===== src/rtl/rob_state_core_pkg.sv =====
// Shared widths, RFT word field positions and instruction type encodings
// for the reorder-buffer storage core.
package rob_state_core_pkg;

  localparam int unsigned NREG  = 32;
  localparam int unsigned TAGW  = 5;
  localparam int unsigned RFT_W = 73;

  // RFT word field positions
  localparam int unsigned RFT_RD_MSB   = 72;
  localparam int unsigned RFT_RD_LSB   = 68;
  localparam int unsigned RFT_PC_MSB   = 67;
  localparam int unsigned RFT_PC_LSB   = 36;
  localparam int unsigned RFT_TYPE_MSB = 35;
  localparam int unsigned RFT_TYPE_LSB = 34;
  localparam int unsigned RFT_DATA_MSB = 33;
  localparam int unsigned RFT_DATA_LSB = 2;
  localparam int unsigned RFT_SV_BIT   = 1;
  localparam int unsigned RFT_V_BIT    = 0;

  localparam logic [1:0] INST_RD     = 2'b00;
  localparam logic [1:0] INST_BRANCH = 2'b01;
  localparam logic [1:0] INST_STORE  = 2'b10;

endpackage


===== src/rtl/rob_order_fifo.sv =====
// Dispatch-order tag queue: circular FIFO with fall-through head and
// registered occupancy count.
module rob_order_fifo
  import rob_state_core_pkg::*;
(
  input  logic            clock,
  input  logic            reset,
  input  logic            flush,
  input  logic            oq_push,
  input  logic [TAGW-1:0] oq_din,
  input  logic            oq_pop,
  output logic [TAGW-1:0] oq_head,
  output logic            oq_full,
  output logic            oq_empty
);

  logic [TAGW-1:0] mem_q [NREG];
  logic [TAGW-1:0] rd_ptr_q;
  logic [TAGW-1:0] wr_ptr_q;
  logic [TAGW:0]   count_q;
  logic            push_ok;
  logic            pop_ok;

  assign oq_full  = (count_q == (TAGW+1)'(NREG));
  assign oq_empty = (count_q == '0);
  assign oq_head  = mem_q[rd_ptr_q];

  // A push at full is still taken when the head leaves in the same cycle
  always_comb begin
    pop_ok  = 1'b0;
    push_ok = 1'b0;
    pop_ok  = oq_pop && !oq_empty;
    push_ok = oq_push && (!oq_full || pop_ok);
  end

  always_ff @(posedge clock or negedge reset) begin
    if (!reset) begin
      for (int i = 0; i < NREG; i++) mem_q[i] <= '0;
      rd_ptr_q <= '0;
      wr_ptr_q <= '0;
      count_q  <= '0;
    end else if (flush) begin
      rd_ptr_q <= '0;
      wr_ptr_q <= '0;
      count_q  <= '0;
    end else begin
      if (push_ok) begin
        mem_q[wr_ptr_q] <= oq_din;
        wr_ptr_q        <= wr_ptr_q + TAGW'(1);
      end
      if (pop_ok) rd_ptr_q <= rd_ptr_q + TAGW'(1);
      if (push_ok && !pop_ok)      count_q <= count_q + (TAGW+1)'(1);
      else if (pop_ok && !push_ok) count_q <= count_q - (TAGW+1)'(1);
    end
  end

endmodule


===== src/rtl/rob_status_table.sv =====
// Register status table: architectural register -> in-flight tag mapping,
// with associative clear on retire.
module rob_status_table
  import rob_state_core_pkg::*;
(
  input  logic            clock,
  input  logic            reset,
  input  logic            flush,
  input  logic [TAGW-1:0] rs_addr,
  input  logic [TAGW-1:0] rt_addr,
  output logic [TAGW-1:0] rs_tag,
  output logic [TAGW-1:0] rt_tag,
  output logic            rs_valid,
  output logic            rt_valid,
  input  logic            rst_wen,
  input  logic [TAGW-1:0] rst_waddr,
  input  logic [TAGW-1:0] rst_wdata,
  input  logic            retire_valid,
  input  logic [TAGW-1:0] retire_tag
);

  logic [TAGW-1:0] tag_q   [NREG];
  logic            valid_q [NREG];

  // Dispatch write is applied after the retire clear so it wins on a collision
  always_ff @(posedge clock or negedge reset) begin
    if (!reset) begin
      for (int i = 0; i < NREG; i++) begin
        tag_q[i]   <= '0;
        valid_q[i] <= 1'b0;
      end
    end else if (flush) begin
      for (int i = 0; i < NREG; i++) valid_q[i] <= 1'b0;
    end else begin
      for (int i = 0; i < NREG; i++) begin
        if (retire_valid && valid_q[i] && (tag_q[i] == retire_tag)) valid_q[i] <= 1'b0;
      end
      if (rst_wen) begin
        tag_q[rst_waddr]   <= rst_wdata;
        valid_q[rst_waddr] <= 1'b1;
      end
    end
  end

  assign rs_tag   = tag_q[rs_addr];
  assign rs_valid = valid_q[rs_addr];
  assign rt_tag   = tag_q[rt_addr];
  assign rt_valid = valid_q[rt_addr];

endmodule


===== src/rtl/rob_temp_regfile.sv =====
// Temporary register file: one speculative-result word per tag, full-word
// allocate and partial result update.
module rob_temp_regfile
  import rob_state_core_pkg::*;
(
  input  logic             clock,
  input  logic             reset,
  input  logic             flush,
  input  logic             rft_new,
  input  logic             rft_update,
  input  logic [TAGW-1:0]  rft_waddr,
  input  logic [RFT_W-1:0] rft_din,
  input  logic [TAGW-1:0]  rft_raddr1,
  input  logic [TAGW-1:0]  rft_raddr2,
  output logic [RFT_W-1:0] rft_dout1,
  output logic [RFT_W-1:0] rft_dout2
);

  logic [RFT_W-1:0] mem_q [NREG];

  // Update only touches spec_data and spec_valid; flush drops both valid bits
  always_ff @(posedge clock or negedge reset) begin
    if (!reset) begin
      for (int i = 0; i < NREG; i++) mem_q[i] <= '0;
    end else if (flush) begin
      for (int i = 0; i < NREG; i++) mem_q[i][RFT_SV_BIT:RFT_V_BIT] <= 2'b00;
    end else if (rft_new) begin
      mem_q[rft_waddr] <= rft_din;
    end else if (rft_update) begin
      mem_q[rft_waddr][RFT_DATA_MSB:RFT_SV_BIT] <= rft_din[RFT_DATA_MSB:RFT_SV_BIT];
    end
  end

  assign rft_dout1 = mem_q[rft_raddr1];
  assign rft_dout2 = mem_q[rft_raddr2];

endmodule


===== src/rtl/rob_state_core.sv =====
// Reorder-buffer storage core: register status table, order queue and
// temporary register file sharing one clock, reset and flush.
module rob_state_core
  import rob_state_core_pkg::*;
(
  input  logic             clock,
  input  logic             reset,
  input  logic             flush,
  input  logic [TAGW-1:0]  rs_addr,
  input  logic [TAGW-1:0]  rt_addr,
  output logic [TAGW-1:0]  rs_tag,
  output logic [TAGW-1:0]  rt_tag,
  output logic             rs_valid,
  output logic             rt_valid,
  input  logic             rst_wen,
  input  logic [TAGW-1:0]  rst_waddr,
  input  logic [TAGW-1:0]  rst_wdata,
  input  logic             retire_valid,
  input  logic [TAGW-1:0]  retire_tag,
  input  logic             oq_push,
  input  logic [TAGW-1:0]  oq_din,
  input  logic             oq_pop,
  output logic [TAGW-1:0]  oq_head,
  output logic             oq_full,
  output logic             oq_empty,
  input  logic             rft_new,
  input  logic             rft_update,
  input  logic [TAGW-1:0]  rft_waddr,
  input  logic [RFT_W-1:0] rft_din,
  input  logic [TAGW-1:0]  rft_raddr1,
  input  logic [TAGW-1:0]  rft_raddr2,
  output logic [RFT_W-1:0] rft_dout1,
  output logic [RFT_W-1:0] rft_dout2
);

  rob_status_table u_rst (
    .clock        (clock),
    .reset        (reset),
    .flush        (flush),
    .rs_addr      (rs_addr),
    .rt_addr      (rt_addr),
    .rs_tag       (rs_tag),
    .rt_tag       (rt_tag),
    .rs_valid     (rs_valid),
    .rt_valid     (rt_valid),
    .rst_wen      (rst_wen),
    .rst_waddr    (rst_waddr),
    .rst_wdata    (rst_wdata),
    .retire_valid (retire_valid),
    .retire_tag   (retire_tag)
  );

  rob_order_fifo u_oq (
    .clock    (clock),
    .reset    (reset),
    .flush    (flush),
    .oq_push  (oq_push),
    .oq_din   (oq_din),
    .oq_pop   (oq_pop),
    .oq_head  (oq_head),
    .oq_full  (oq_full),
    .oq_empty (oq_empty)
  );

  rob_temp_regfile u_rft (
    .clock      (clock),
    .reset      (reset),
    .flush      (flush),
    .rft_new    (rft_new),
    .rft_update (rft_update),
    .rft_waddr  (rft_waddr),
    .rft_din    (rft_din),
    .rft_raddr1 (rft_raddr1),
    .rft_raddr2 (rft_raddr2),
    .rft_dout1  (rft_dout1),
    .rft_dout2  (rft_dout2)
  );

endmodule


===== config.mk =====
export PLATFORM = sky130hd
export DESIGN_NAME = rob_state_core
export DESIGN_NICKNAME = d
export VERILOG_FILES = /design/src/rtl/rob_state_core_pkg.sv /design/src/rtl/rob_order_fifo.sv /design/src/rtl/rob_status_table.sv /design/src/rtl/rob_temp_regfile.sv /design/src/rtl/rob_state_core.sv
export SDC_FILE = /design/constraint.sdc
export NUM_CORES = 2
export LEC_CHECK = 0
export BUFFER_PORTS_ARGS = -buffer_cell sky130_fd_sc_hd__buf_4
export CAP_MARGIN = 20
export CORE_AREA = 2 2 578 723
export DETAILED_ROUTE_END_ITERATION = 10
export DIE_AREA = 0 0 580 725
export HOLD_SLACK_MARGIN = 0.12
export SLEW_MARGIN = 10
export SYNTH_ARGS = -nofsm -noshare
export SYNTH_HDL_FRONTEND = slang
export SYNTH_SLANG_ARGS = --single-unit

===== constraint.sdc =====
create_clock -name clock -period 4.7 [get_ports clock]
set_input_delay 0.235 -clock clock [delete_from_list [all_inputs] [get_ports clock]]
set_output_delay 0.235 -clock clock [all_outputs]
set_load 0.005 [all_outputs]

==> key figures <==
Run status
  • Status: finished, final reports clean

Yosys
  • Sequential share of the synthesized area: 46.9%
  • Synth area leader: dfrtp_1
  • Synth Register Bits: 2704
  • Syn avg cell area: 16.2 um^2
  • Synthesized cell area: 144000 um^2
  • Netlist cell types: 47
  • Async SR Flop Fraction: 100%
  • Synthesized instance count: 8899
  • Post-synth top area share: 46.9%
  • Top FF cell, synth: dfrtp_1
  • Post-synth EDFFs: 0
  • Synth area leaders: dfrtp_1, mux4_2, mux2_2, clkbuf_1, buf_2
  • Mapped Nets: 9036
  • YS warnings: 0

Drt
  • # DRC: 0
  • Routed WL per cell: 30.9 um
  • Via Count: 86.9k
  • Routed Antenna Nets: 0
  • Post-DR vias/cell: 5.93
  • Initial DRT Pass Iterations: 5
  • Initial DRC Count: 6923
  • Final WL: 453 mm

Critical path
  • Reg2reg path depth: 9
  • Reg2Reg Capture Point: u_oq.count_q[5]
  • Top cell by count, worst path: mux4_2
  • Delay-heaviest family, CP: multiplexers
  • Crit path arrival time: 3.54 ns
  • Buf/Inv on CP: 2
  • Ordered cell list for the critical path: buf_12, mux4_2, mux4_2, mux2_2, buf_4
  • CP peak stage delay: 0.77 ns
  • CP Capture Type: primary output
  • Flop2flop setup slack: 1.87 ns
  • WP data required: 4.47 ns
  • Worst setup SP type: register
  • Reg2reg start: u_oq.count_q[0]
  • Slowest cell on crit path: dfrtp_2
  • CP max FO: 27
  • CP Depth: 5
  • Crit Path Category: register to primary output

STA
  • Period utilization: 80.4%
  • Final setup viols: 0
  • Period minus WS final: 3.78 ns
  • RSZ-0062 raised after global routing: false
  • Max-slew violation count: 0
  • Worst-Margin Slew: 1.27 ns
  • Max Clk Rate: 0.265 GHz
  • Final Hold Vio Count: 0
  • Setup TNS: 0 ns
  • Worst slew margin relative to its limit: 15.6%
  • Final WS setup: 0.922 ns
  • Final Skew: 0.0178 ns

CTS
  • Root Buffer: clkbuf_16
  • Worst-Skew Late Latency: 0.93 ns
  • Htree depth: 5
  • Clk slew on worst S/H paths: 0.06 ns
  • CTS resizes: 0
  • CTS Buf Count: 309
  • Clk buf depth: 4
  • Postcts setup bufs: 0
  • CTS tree: yes
  • Post-CTS Hold Buffers: 129
  • Sink Count: 2704

Floorplan
  • Io pins: 292
  • Core area: 413000 um^2
  • Die W: 580 um
  • Initial Util: 34.9%
  • # rows: 264
  • Full die area: 421000 um^2
  • Die Y: 725 um

Placement
  • RePlAce Congestion: 0.817
  • Final HPWL DP: 267 mm
  • I/O Buffers: 291
  • Post-Place Worst Slack: 1.18 ns

GRT
  • GR peak layer: met2
  • Number of global-route vias before repair: 94.9k
  • Met2 GRT Util: 35.9%
  • Largest net degree at the start of global routing: 187
  • First-pass GRT wire length: 670 mm
  • Grt ovf: 0
  • Met3 Use GR: 4.23%
  • Gr usage total: 21.4%
  • Initial antenna violation count: 40
  • Met1 Use GR: 27.4%

Power and ir drop
  • PwrDens: 403 nW/um^2
  • Power share of the clock group: 37.3%
  • Logic pwr share: 18.7%
  • Int Pwr: 0.0486 W
  • Sw frac: 26.7%
  • Sequential Power Share: 44.0%
  • Pleak: 71.3 nW
  • P_sw: 0.0177 W
  • Max IR drop VDD: 0.000305 V

Cells and area
  • Layout area overhead: 14.0%
  • Layout cells sized above 1: 59.6%
  • Nets@finish: 9092

Job
  • Max cap viols: 0

Min path
  • Min-delay worst type: primary input to asynchronous set/reset pin
[per-stage QoR]
stage	total power, W	hold slack [ns]	utilization, %	cells	cell area, um^2
3_5_place_dp	0.0419	0.280	37.0	14000	153000
5_1_grt	0.0691	0.196	39.8	14600	164000
6_report	0.0663	0.191	39.8	14700	164000
2_1_floorplan	0.0374	-0.0606	-	8899	144000
4_1_cts	0.0669	0.133	39.8	14600	164000
3_3_place_gp	0.0412	0.276	37.0	14000	153000
[worst register-to-register path, cell delays in order, from the launching register on]
cell and delay [ns]:
dfrtp_1 0.45, or3_1 0.40, o21ai_0 0.19, nand3_1 0.25
ha_1 0.37, a211oi_1 0.33, o21bai_1 0.12, a21oi_1 0.20
xnor2_1 0.11, o311ai_0 0.29
[worst max-delay path by stage]
stage | startpoint | endpoint | slack (ns)
global placement | rft_waddr[3] | u_rft.mem_q[352] | 1.10
detailed placement | rft_waddr[4] | u_rft.mem_q[355] | 1.18
global route | u_oq.rd_ptr_q[0] | oq_head[4] | 0.73
CTS | u_oq.rd_ptr_q[0] | oq_head[4] | 0.81
floorplan | u_oq.count_q[1] | u_oq.count_q[5] | 2.22
finish | u_oq.rd_ptr_q[0] | oq_head[0] | 0.92
[flip-flops by register name (all words and copies together) (netlist names)]
signal,count
u_oq.count_q,6
u_oq.rd_ptr_q,5
u_rst.tag_q,160
u_rst.valid_q,32
u_rft.mem_q,2336
u_oq.mem_q,160
u_oq.wr_ptr_q,5
[kinds of logic (layout without fill, tap and decap cells)]
| kind of cell | count (synthesis) | in the layout | synth area share, % |
|---|---|---|---|
| and+or+nand+nor | 495 | 495 | 1.56 |
| adders and majority gates | 10 | 10 | 0.0919 |
| other | 0 | 12 | 0 |
| xor gates and xnor gates | 171 | 171 | 1.04 |
| muxes | 4410 | 4410 | 46.9 |
| DFF | 2704 | 2704 | 46.9 |
| buffers and inverters | 948 | 1240 | 2.79 |
| AOI/OAI and AO/OA | 161 | 161 | 0.688 |
[power by group through the flow]
stage	clock network (W)	logic, W	registers [W]
2_1_floorplan	0	0.00890	0.0285
3_3_place_gp	0	0.0121	0.0291
3_5_place_dp	0	0.0124	0.0295
4_1_cts	0.0252	0.0126	0.0291
5_1_grt	0.0262	0.0133	0.0296
6_report	0.0247	0.0124	0.0292
[cell type report]
type	count	area, um^2
timing repair buffer	684	6500
tap	5453	6820
clock inverter	77	920
fill	37500	249000
sequential	2704	67700
multi-input combinational	5247	73000
clock buffer	470	9360
inverter	9	33.8
antenna	12	30.0
[layer usage]
metal	vias to the layer above	share of wire [%]
li1	34700	-
met4	22	3.8
met5	-	0.033
met2	2978	50
met3	866	6.7
met1	48400	40
[cells in the mapped netlist (all sizes together), types with 16 or more instances]
cell type and n:
xnor2 36, o21ai 62, nor4 32, a21oi 49, mux4 1606, xor2 135
buf 427, a31o 16, nand2 194, a32o 16, nand4 20, mux2i 49
mux2 2755, clkbuf 512, nor2 118, dfrtp 2704, nand3 77
[cell usage in the layout, fill, tap and decap left out, types with 24 or more instances in the layout]
master / count
a21oi_1: 49
mux4_2: 1606
mux2i_1: 49
nor2_1: 77
mux2_2: 2740
nand2_1: 168
dfrtp_1: 2703
clkbuf_8: 83
buf_4: 469
buf_12: 73
nor2_4: 40
o21ai_0: 61
xnor2_1: 36
nor4_1: 32
clkinv_2: 38
clkbuf_16: 319
xor2_1: 135
nand2_4: 24
nand3_1: 77
clkbuf_1: 70
dlygate4sd3_1: 128
No activity file was read; power rests on OpenSTA's default activity.
